[src/rtl/nerp_demo_top.sv]
// 640x480 VGA "flappy" demo: a bird tracks the gap in a scrolling pipe, and the pipe-pass
// score is shown as 4 BCD digits on a multiplexed active-low 7-segment display.
`timescale 1ns/1ps
module nerp_demo_top #(
    parameter int unsigned H_TOTAL = 800,
    parameter int unsigned V_TOTAL = 521,
    parameter int unsigned H_PULSE = 96,
    parameter int unsigned V_PULSE = 2,
    parameter int unsigned HBP     = 144,
    parameter int unsigned HFP     = 784,
    parameter int unsigned VBP     = 31,
    parameter int unsigned VFP     = 511
) (
    input  logic       clk,
    input  logic       clr,
    output logic       dclk,
    output logic [2:0] red,
    output logic [2:0] green,
    output logic [2:0] blue,
    output logic       hsync,
    output logic       vsync,
    output logic [6:0] seg,
    output logic [3:0] an,
    output logic       dp
);
    localparam logic [9:0] H_MAX      = 10'(H_TOTAL - 1);
    localparam logic [9:0] V_MAX      = 10'(V_TOTAL - 1);
    localparam logic [9:0] H_PW       = 10'(H_PULSE);
    localparam logic [9:0] V_PW       = 10'(V_PULSE);
    localparam logic [9:0] H_BP       = 10'(HBP);
    localparam logic [9:0] H_FP       = 10'(HFP);
    localparam logic [9:0] V_BP       = 10'(VBP);
    localparam logic [9:0] V_FP       = 10'(VFP);
    localparam logic [9:0] PIPE_START = 10'd640;
    localparam logic [9:0] BIRD_START = 10'd232;

    logic [1:0]  div_q, div_d;
    logic [9:0]  hc_q, hc_d, vc_q, vc_d;
    logic        hsync_q, vsync_q;
    logic [8:0]  rgb_q, rgb_d;
    logic [17:0] scan_q;
    logic [9:0]  pipe_x_q, pipe_x_d;
    logic [1:0]  gap_idx_q, gap_idx_d;
    logic [9:0]  bird_y_q, bird_y_d;
    logic [15:0] score_q, score_d, score_inc;
    logic        pix_tick, frame_tick, carry;
    logic [9:0]  gap_top, bird_target, px, py;
    logic        in_win, bird_hit, pipe_hit;
    logic [3:0]  digit;

    assign pix_tick   = (div_q == 2'd3);
    assign frame_tick = pix_tick && (hc_q == H_MAX) && (vc_q == V_MAX);

    always_comb begin
        div_d = div_q + 2'd1;
        hc_d  = hc_q;
        vc_d  = vc_q;
        if (pix_tick) begin
            if (hc_q == H_MAX) begin
                hc_d = '0;
                vc_d = (vc_q == V_MAX) ? '0 : vc_q + 10'd1;
            end else begin
                hc_d = hc_q + 10'd1;
            end
        end
    end

    always_comb begin
        gap_top = 10'd120;
        case (gap_idx_q)
            2'd0: gap_top = 10'd120;
            2'd1: gap_top = 10'd200;
            2'd2: gap_top = 10'd80;
            2'd3: gap_top = 10'd260;
            default: gap_top = 10'd120;
        endcase
    end

    // Ripple BCD increment; a digit only rolls when every lower digit was 9.
    always_comb begin
        score_inc = score_q;
        carry     = 1'b1;
        for (int unsigned i = 0; i < 4; i++) begin
            if (carry) begin
                if (score_q[4*i +: 4] == 4'd9) begin
                    score_inc[4*i +: 4] = 4'd0;
                end else begin
                    score_inc[4*i +: 4] = score_q[4*i +: 4] + 4'd1;
                    carry = 1'b0;
                end
            end
        end
    end

    assign bird_target = gap_top + 10'd62;

    always_comb begin
        pipe_x_d  = pipe_x_q;
        gap_idx_d = gap_idx_q;
        bird_y_d  = bird_y_q;
        score_d   = score_q;
        if (frame_tick) begin
            if (pipe_x_q <= 10'd2) begin
                pipe_x_d  = PIPE_START;
                gap_idx_d = gap_idx_q + 2'd1;
                score_d   = score_inc;
            end else begin
                pipe_x_d = pipe_x_q - 10'd2;
            end
            if (bird_y_q < bird_target) begin
                bird_y_d = bird_y_q + 10'd1;
            end else if (bird_y_q > bird_target) begin
                bird_y_d = bird_y_q - 10'd1;
            end
        end
    end

    always_comb begin
        px       = hc_q - H_BP;
        py       = vc_q - V_BP;
        in_win   = (hc_q >= H_BP) && (hc_q < H_FP) && (vc_q >= V_BP) && (vc_q < V_FP);
        bird_hit = (px >= 10'd100) && (px < 10'd116) &&
                   (py >= bird_y_q) && (py < bird_y_q + 10'd16);
        pipe_hit = ({1'b0, pipe_x_q} <= {1'b0, px} + 11'd40) && (px < pipe_x_q) &&
                   ((py < gap_top) || (py >= gap_top + 10'd140));
        rgb_d = '0;
        if (in_win) begin
            if (bird_hit) begin
                rgb_d = 9'b111_111_000;
            end else if (pipe_hit) begin
                rgb_d = 9'b000_111_000;
            end else begin
                rgb_d = 9'b000_000_111;
            end
        end
    end

    always_ff @(posedge clk) begin
        if (clr) begin
            div_q     <= '0;
            hc_q      <= '0;
            vc_q      <= '0;
            hsync_q   <= 1'b1;
            vsync_q   <= 1'b1;
            rgb_q     <= '0;
            scan_q    <= '0;
            pipe_x_q  <= PIPE_START;
            gap_idx_q <= '0;
            bird_y_q  <= BIRD_START;
            score_q   <= '0;
        end else begin
            div_q     <= div_d;
            hc_q      <= hc_d;
            vc_q      <= vc_d;
            hsync_q   <= (hc_q >= H_PW);
            vsync_q   <= (vc_q >= V_PW);
            rgb_q     <= rgb_d;
            scan_q    <= scan_q + 18'd1;
            pipe_x_q  <= pipe_x_d;
            gap_idx_q <= gap_idx_d;
            bird_y_q  <= bird_y_d;
            score_q   <= score_d;
        end
    end

    always_comb begin
        an    = 4'b1110;
        digit = score_q[3:0];
        case (scan_q[17:16])
            2'd0: begin an = 4'b1110; digit = score_q[3:0];   end
            2'd1: begin an = 4'b1101; digit = score_q[7:4];   end
            2'd2: begin an = 4'b1011; digit = score_q[11:8];  end
            2'd3: begin an = 4'b0111; digit = score_q[15:12]; end
            default: begin an = 4'b1111; digit = 4'd0; end
        endcase
        case (digit)
            4'd0: seg = 7'b1000000;
            4'd1: seg = 7'b1111001;
            4'd2: seg = 7'b0100100;
            4'd3: seg = 7'b0110000;
            4'd4: seg = 7'b0011001;
            4'd5: seg = 7'b0010010;
            4'd6: seg = 7'b0000010;
            4'd7: seg = 7'b1111000;
            4'd8: seg = 7'b0000000;
            4'd9: seg = 7'b0010000;
            default: seg = 7'b1111111;
        endcase
    end

    assign dclk               = div_q[1];
    assign {red, green, blue} = rgb_q;
    assign hsync              = hsync_q;
    assign vsync              = vsync_q;
    assign dp                 = 1'b1;
endmodule

[config.mk]
export PLATFORM = sky130hd
export DESIGN_NAME = nerp_demo_top
export DESIGN_NICKNAME = d
export VERILOG_FILES = /design/src/rtl/nerp_demo_top.sv
export SDC_FILE = /design/constraint.sdc
export NUM_CORES = 1
export LEC_CHECK = 0
export CORE_ASPECT_RATIO = 1.25
export CORE_MARGIN = 8
export CORE_UTILIZATION = 67
export CTS_CLUSTER_SIZE = 30
export DETAILED_ROUTE_END_ITERATION = 12
export PLACE_DENSITY = 0.87
export SLEW_MARGIN = 40
export SYNTH_ARGS = -nofsm -noshare
export SYNTH_HDL_FRONTEND = slang
export SYNTH_SLANG_ARGS = --single-unit
[constraint.sdc]
create_clock -name clk -period 13.65 [get_ports clk]
set_input_delay 2.73 -clock clk [delete_from_list [all_inputs] [get_ports clk]]
set_output_delay 2.73 -clock clk [all_outputs]
set_load 0.02 [all_outputs]
==> key figures <==
Run status
  – Status: complete, no violations

Floorplan
  – Num rows: 39
  – DIE AREA: 12,800 sq um
  – Initial core utilization: 68.8%
  – Die width: 103 um
  – Core area: 9130 sq um
  – IO Pins: 26
  – DIE HEIGHT: 124 um

Setup path
  – Crit path required time: 10.92 ns
  – CP max stage cell: mux4_2
  – CP max stage delay: 0.62 ns
  – Chain of cells forming the critical path: mux4_2 > ha_1 > nand2b_1 > o21ai_0 > a21oi_1 > clkdlybuf4s50_1
  – Worst setup SP type: flop
  – Crit path capture type: output port
  – Critical path data arrival time: 2.79 ns
  – Critical path fanouts, max: 10
  – Kind of critical path: reg -> out

Layout
  – Most common cell after layout, fill and taps aside: ha_1
  – Post-Route Utilization: 75.1%
  – Area growth syn-to-layout: 9.14%
  – Nets: 867
  – Commonest cells after routing, fill and taps aside: 96 x ha_1, 82 x dfxtp_1, 77 x nor2_1, 55 x inv_1, 49 x nand2_1
  – Diodes inserted: 0
  – Ratio of cells with drive above 1 in the final layout: 5.05%

GRT
  – Gr usage total: 23.5%
  – First-pass GRT wire length: 24.7 mm
  – Vias in the first global route: 5,413
  – Largest net degree at the start of global routing: 66
  – Initial antenna violation count: 0
  – Gr ovfl total: 0

CTS
  – Total setup buffers inserted after CTS: 0
  – Clock sink total: 82
  – Number of buffers created by CTS: 9
  – Resize count post-CTS: 0
  – Clock slew at reported path FFs: 0.06 ns
  – H-tree levels: 3
  – Clock root cell: clkbuf_16
  – Worst skew pair latency: 0.34 ns
  – Clock Path Buffers: 2
  – CTS Hold Bufs: 0
  – CTS tree: done

Timing
  – Final Max Tran Viols: 0
  – Hold Vio Cnt, Final: 0
  – Clk_skew: 0.00935 ns
  – Setup violators final: 0
  – Fin Hold WS: 0.436 ns
  – Slew headroom: 51.4%
  – Fin Setup TNS: 0 ns
  – Period minus WS final: 5.52 ns
  – RSZ-0062 raised after global routing: no
  – FMAX: 0.181 GHz
  – Least-Margin Pin Slew: 0.722 ns
  – Part of the cycle the worst path needs: 40.4%

Placed design
  – Post-DP HPWL: 10.9 mm
  – IO buf count: 24
  – Final Wtd Congestion: 0.860

Min path
  – Hold crit path type: reg -> reg

Routing
  – Initial DRT Pass Iterations: 5
  – Vias post-DR: 5,497
  – Iter 0 DRT Violations: 320
  – Routed wire length: 14.5 mm
  – Average vias per placed instance: 6.14
  – DRC: 0
  – WL/cell: 16.2 um
  – Post-route antenna net violation count: 0

Synth
  – Top cells by area, synth: dfxtp_1 26%, ha_1 19%, xnor2_1 5.4%
  – Netlist Area Pre-Place: 6280 sq um
  – Main synth FF type: dfxtp_1
  – Post-synth EDFFs: 0
  – Yosys cell types: 66
  – Post-synth ARST share: 0%
  – Post-synth top area share: 26.1%
  – Sequential-to-total area share from yosys stat: 26.1%
  – Syn nets: 864
  – Post-synthesis register bit count: 82
  – Yosys top cell by area: dfxtp_1
  – Mapped Cells: 765
  – Synth warnings: 0
  – Avg Inst Size Synth: 8.21 sq um

Pwr
  – Clock power frac: 50.5%
  – VDD IR max: 0.0963 mV
  – Switch share: 22.7%
  – P per Cell Area: 74.8 nW/um^2
  – Net Switching: 0.117 mW
  – Lkg Pwr: 2.71 nW
  – Total power: 0.513 mW
  – Reg power frac: 47.3%
  – Power Internal: 0.396 mW
  – Gate power share: 2.2%

Flow run
  – Maxcap violations: 0
-- per-layer routing --
| layer | up-vias | routed length (um) | GRT usage, % |
|---|---|---|---|
| met3 | 37 | 582 | 3.86 |
| met1 | 2613 | 5920 | 25.6 |
| met4 | 0 | 444 | 10.1 |
| li1 | 2696 | - | - |
| met5 | - | 0 | 0 |
| met2 | 151 | 7590 | 42.7 |
-- sequential cells by signal (all words and copies together), names as in the netlist --
register and flops:
gap_idx_q 2, hc_q 10, score_q 16, scan_q 18, bird_y_q 10, div_q 2, hsync 1, rgb_q 3
vsync 1, pipe_x_q 9, vc_q 10
-- worst max-delay path: cells and delay by family, from the launching register on --
| family | cells | cell delay (ns) |
|---|---|---|
| AND/OR/NAND/NOR | 1 | 0.11 |
| flip-flops | 1 | 0.56 |
| adder cells (fa/ha/maj) | 1 | 0.30 |
| multiplexers | 1 | 0.62 |
| buffers and inverters | 1 | 0.62 |
| AO/OA/AOI/OAI | 2 | 0.24 |
-- final timing paths --
kind	from	end	slack (ns)	cells after the start
worst max-delay path	scan_q[17]	seg[3]	8.13	6
worst min-delay path	div_q[0]	div_q[0]	0.44	1
worst max register to register	gap_idx_q[0]	bird_y_q[9]	9.09	15
worst min register to register	div_q[0]	div_q[0]	0.44	1
-- cell usage after synthesis, types with 15 or more instances --
| cell | count |
|---|---|
| nor2b_1 | 15 |
| o21ai_0 | 36 |
| nand4_1 | 15 |
| dfxtp_1 | 82 |
| ha_1 | 96 |
| nand3_1 | 26 |
| nor3_1 | 27 |
| clkbuf_1 | 18 |
| nor2_1 | 77 |
| nand2_1 | 49 |
| inv_1 | 55 |
| a21oi_1 | 44 |
| xnor2_1 | 39 |
| xor2_1 | 28 |
-- kinds of logic after synthesis --
logic type | count (synthesis) | share of synthesized area [%]
simple gates | 285 | 23.7
mux | 11 | 2.39
flops | 82 | 26.1
compound gates | 133 | 12.9
buf+inv | 88 | 5.88
xor+xnor | 67 | 9.34
other cells | 1 | 0.0597
fa+ha+maj | 98 | 19.6
-- layout make-up --
type                    instances  area (sq um)
multi-input cells             595          4290
fillers                       685          2270
flip-flops and latches         82          1640
repair buffers                 25           243
clock buffers                  10           239
inverters                      55           206
well taps                     123           154
clock inverters                 6          80.1
-- through the flow --
stage / worst slack, ns / cell area, sq um / instances
final: 8.13 / 6860 / 896
after global placement: 8.54 / 6520 / 880
after global routing: 8.00 / 6860 / 896
after CTS: 8.13 / 6850 / 896
after detailed placement: 8.51 / 6530 / 880
after floorplan: 8.86 / 6280 / 765
-- power groups by stage --
stage / Combinational [mW] / Sequential, mW / Clock (mW)
finish: 0.0111 / 0.242 / 0.259
global route: 0.0123 / 0.243 / 0.272
global placement: 0.0108 / 0.248 / 0
floorplan: 0.00768 / 0.248 / 0
CTS: 0.0112 / 0.242 / 0.262
detailed placement: 0.0112 / 0.248 / 0
Note: power is estimated with default switching activity, not from simulation.
==> patch 1 (config.mk and constraints unchanged) <==
Register the input `clr` before use. The logic sees it one clock later.
--- a/src/rtl/nerp_demo_top.sv
+++ b/src/rtl/nerp_demo_top.sv
@@ -35,4 +35,10 @@
     localparam logic [9:0] BIRD_START = 10'd232;
 
+    logic clr_q;
+
+    always_ff @(posedge clk) begin
+        clr_q <= clr;
+    end
+
     logic [1:0]  div_q, div_d;
     logic [9:0]  hc_q, hc_d, vc_q, vc_d;
@@ -137,5 +143,5 @@
 
     always_ff @(posedge clk) begin
-        if (clr) begin
+        if (clr_q) begin
             div_q     <= '0;
             hc_q      <= '0;
Function: changed (Yosys sat finds a counterexample within 4 cycles, from zero or initial values).
==> patch 1 against the unedited design <==
  * Setup slack got worse by 0.030 ns
  * Clock power fell by 2%
  * Area after synthesis grew 3.0%
  * Sequential cell count is 1 higher
  * Global-route usage down 1.4 points
  * Design area is 2.0% higher
  * Power down 0.27%
  * Maximum frequency fell by 0.54%
  * Wire length barely moved
  * Cell count is 1.6% higher
==> patch 1: results (changes against the unedited design) <==
Run status
  • Outcome: completed (unchanged)

Power
  • Pleak: 2.836 nW (was 2.711 nW)
  • Psw: 114.2 µW (was 116.6 µW)
  • Clock Power Share: 49.7% (was 50.5%)
  • P_seq: 246 µW (was 242 µW)

Worst setup path
  • CP max stage cell: clkdlybuf4s50_1 (was mux4_2)
  • FF-to-FF setup slack: 9.42 ns (was 9.09 ns)
  • Worst Path Arrival: 2.82 ns (was 2.79 ns)

Detailed routing
  • Post-Route WL: 14,540 µm (about the same)
  • Met2 WL post-DR: 7540 µm (was 7590 µm)
  • Wl on met1: 5996 µm (was 5920 µm)
  • WL per Instance: 15.98 µm (was 16.22 µm)

Cells and area
  • Buffer share of cell area: 3.541% (was 3.540%)
  • Sequential share of cell area: 23.77% (was 23.94%)
  • Fraction of layout cells with a size suffix above 1: 5.867% (was 5.045%)
  • Multi-input logic cell count: 605 (was 595)

Logic synthesis
  • Post-synth top cells: ha_1, dfxtp_1, nor2_1, inv_1, nand2_1 (unchanged)
  • Net count after synthesis: 878 (was 864)
  • Top cells by area, synth: dfxtp_1, ha_1, xnor2_1, nor2_1, xor2_1 (unchanged)

Timing
  • Worst-margin pin slew: 0.6369 ns (was 0.7218 ns)
  • Clock Skew: 0.007568 ns (was 0.009350 ns)
  • WHS: 0.4195 ns (was 0.4356 ns)

Placement
  • Final RePlAce weighted congestion: 0.8928 (was 0.8595)
  • Post-DP HPWL: 10,820 µm (was 10,950 µm)
  • DP Cell Count: 894 (was 880)

Global routing
  • Met3 usage: 3.316% (was 3.859%)
  • Tot GR Track Use: 22.10% (was 23.54%)
  • Met1 Usage GRT: 23.39% (was 25.62%)
patch 1: cells by family (layout without fill, tap and decap cells):
group                      count (synthesis)  after routing  share of synthesized area, %
other                                      1              1                       0.05796
adders and majority gates                 97             97                         18.87
DFF                                       83             83                         25.68
buffers and inverters                     91             96                         6.150
and+or+nand+nor                          284            284                         23.46
muxes                                     13             13                         2.649
xor gates and xnor gates                  68             68                         9.205
AOI/OAI and AO/OA                        142            142                         13.92
patch 1: worst max path at each step:
| stage | startpoint | to | slack [ns] | cells past startpoint |
|---|---|---|---|---|
| after floorplan | scan_q[17] | seg[3] | 8.86 | 6 |
| after global placement | scan_q[17] | seg[3] | 8.54 | 6 |
| after detailed placement | scan_q[17] | seg[0] | 8.48 | 6 |
| after CTS | scan_q[17] | seg[0] | 8.11 | 6 |
| after global routing | scan_q[17] | seg[0] | 7.98 | 6 |
| final | scan_q[17] | seg[0] | 8.10 | 6 |
==> patch 2 (same settings) <==
Made on the original files. Change the parameter `H_PULSE` from 96 to 48.
--- a/src/rtl/nerp_demo_top.sv
+++ b/src/rtl/nerp_demo_top.sv
@@ -5,5 +5,5 @@
     parameter int unsigned H_TOTAL = 800,
     parameter int unsigned V_TOTAL = 521,
-    parameter int unsigned H_PULSE = 96,
+    parameter int unsigned H_PULSE = 48,
     parameter int unsigned V_PULSE = 2,
     parameter int unsigned HBP     = 144,
Function: no difference found for any inputs over 10 cycles, from zero or initial values; that may be too few to reach the edited logic, so the function may still have changed.
==> patch 2 against the unedited design <==
  * Power decreased by 5.6%
  * Cell count decreased by 1.6%
  * Design area decreased by 1.5%
  * Setup slack got worse by 0.060 ns
  * Area after synthesis decreased by 0.86%
  * Worst hold slack got worse by 0.0099 ns
  * Register-to-register slack improved by 0.32 ns
  * Sequential power about the same
  * Wire length decreased by 4.1%
  * Synthesized cell count decreased by 2.0%
  * Sequential cell count unchanged
  * Clock power decreased by 11%
  * Largest cell class unchanged
==> patch 2: results (changes against the unedited design) <==
Detailed routing
  • Router iterations before antenna repair: 5 (unchanged)
  • Vias/cell: 5.906 (was 6.135)
  • Post-Route WL: 13,940 µm (was 14,540 µm)
  • Iter 0 DRT Violations: 349 (was 320)

Hold path
  • Worst min path class: flip-flop to flip-flop (unchanged)

Timing
  • Clock Skew: 0.008446 ns (was 0.009350 ns)
  • Worst-margin pin slew: 0.6757 ns (was 0.7218 ns)

Placement
  • Port Buffers: 24 (unchanged)
  • Place WS: 8.439 ns (was 8.506 ns)
  • Post-DP HPWL: 10,680 µm (was 10,950 µm)
  • Final RePlAce weighted congestion: 0.9531 (was 0.8595)
  • DP Cell Count: 866 (was 880)
  • Cell Area, Placed: 6466 µm² (was 6528 µm²)

Worst setup path
  • Worst Path Arrival: 2.85 ns (was 2.79 ns)
  • Critical Path Fanout Max: 10 (unchanged)

Clocking
  • CTS-repair resized insts: 0 (unchanged)
  • Worst-path clk slew: 0.07 ns
  • CTS tree: built (unchanged)
  • H-tree levels: 3 (unchanged)
  • Clock root buffer: clkbuf_16 (unchanged)
  • Post-CTS Repair Setup Buffers: 0 (unchanged)
  • Num CTS Buffers: 9 (unchanged)
  • Longest Clk Path Bufs: 2 (unchanged)
  • Worst skew pair latency: 0.34 ns (about the same)

Power
  • P per Cell Area: 71.72 nW/µm² (was 74.77 nW/µm²)
  • Peak VDD IR: 0.00008809 V (was 0.00009625 V)
  • Combinational power: 10.8 µW
  • Pleak: 2.790 nW (was 2.711 nW)
  • Pint: 371.0 µW (was 396.1 µW)
  • Clock Power Share: 47.7% (was 50.5%)

Cells and area
  • Post-Layout Cell Count: 882 (was 896)
  • Fillers: 720 (was 685)
  • Top Registers: scan_q: 18 flops, score_q: 16 flops (unchanged)
  • Fraction of layout cells with a size suffix above 1: 4.611% (was 5.045%)
  • Footprint of the multi-input gates: 4195 µm² (was 4293 µm²)
  • ANT cells: 0 (unchanged)

Logic synthesis
  • Yosys warns: 0 (unchanged)
  • Top cells by area, synth: dfxtp_1, ha_1, xnor2_1, nor2_1, xor2_1 (unchanged)
  • Seq/Total Area, Yosys: 26.36% (was 26.13%)
  • Net count after synthesis: 848 (was 864)
  • Post-synth top cells: ha_1, nor2_1, dfxtp_1, inv_1, xnor2_1 (was ha_1, dfxtp_1, nor2_1, inv_1, nand2_1)
  • Mapped Cells: 750 (was 765)
  • Distinct cells, synth: 67 (was 66)
  • Async S/R FF share, synth: 0% (unchanged)

Global routing
  • Initial antenna violation count: 0 (unchanged)
  • Number of global-route vias before repair: 5,204 (was 5,413)
  • Tot GR Track Use: 22.46% (was 23.54%)
  • First-pass GRT wire length: 23,010 µm (was 24,710 µm)
  • Largest net degree at the start of global routing: 68 (was 66)

Run status
  • Outcome: completed (unchanged)
## patch 2: cell count changes after synthesis, sizes merged, moves of 5 or more
| cell | delta |
|---|---|
| nand3 | +5 |
| nor2 | +10 |
| nor3 | -5 |
| inv | +5 |
| or4 | -5 |
| nor4 | -6 |
| a21oi | -12 |
| nand2 | -9 |
| or3 | -6 |
| a21o | +5 |
| xor2 | +6 |
## patch 2: path summary, 6_finish.rpt
kind	startpoint	endpoint	slack (ns)	cells after the start
worst min register to register	div_q[0]	div_q[0]	0.43	1
worst max-delay path	scan_q[17]	seg[3]	8.07	6
worst min-delay path	div_q[0]	div_q[0]	0.43	1
worst max register to register	gap_idx_q[0]	bird_y_q[9]	9.41	16
## patch 2: logic make-up (layout without fill, tap and decap cells)
group	count (synthesis)	in the layout	share of synthesized area, %
buffers and inverters	93	102	6.287
AO/OA/AOI/OAI	128	128	13.26
XOR/XNOR	74	74	10.41
multiplexers	15	15	3.053
other	1	1	0.06021
flip-flops	82	82	26.36
AND/OR/NAND/NOR	261	261	21.17
adder cells (fa/ha/maj)	96	96	19.41
## patch 2: per-layer routing
metal / share of wire, % / GRT usage [%] / up-vias
li1: - / - / 2603
met1: 40 / 23.07 / 2473
met2: 54 / 43.14 / 99
met3: 2.3 / 3.188 / 34
met4: 2.9 / 10.86 / 0
met5: 0 / 0 / -
## patch 2: worst max-delay path, stage by stage, from the launching register on
cell and delay [ns]:
dfxtp_1 0.61, mux4_2 0.63, ha_1 0.30, nand2b_1 0.10, o21ai_0 0.08, a21oi_1 0.15, clkdlybuf4s50_1 0.62
## patch 2: cell type report
cell class	instances	share of cell area, %
Inverter	60	3.336
Clock inverter	7	0.8895
Clock buffer	9	3.336
Multi-Input combinational cell	575	62.14
Timing Repair Buffer	26	3.706
Tap cell	123	2.279
Sequential cell	82	24.31
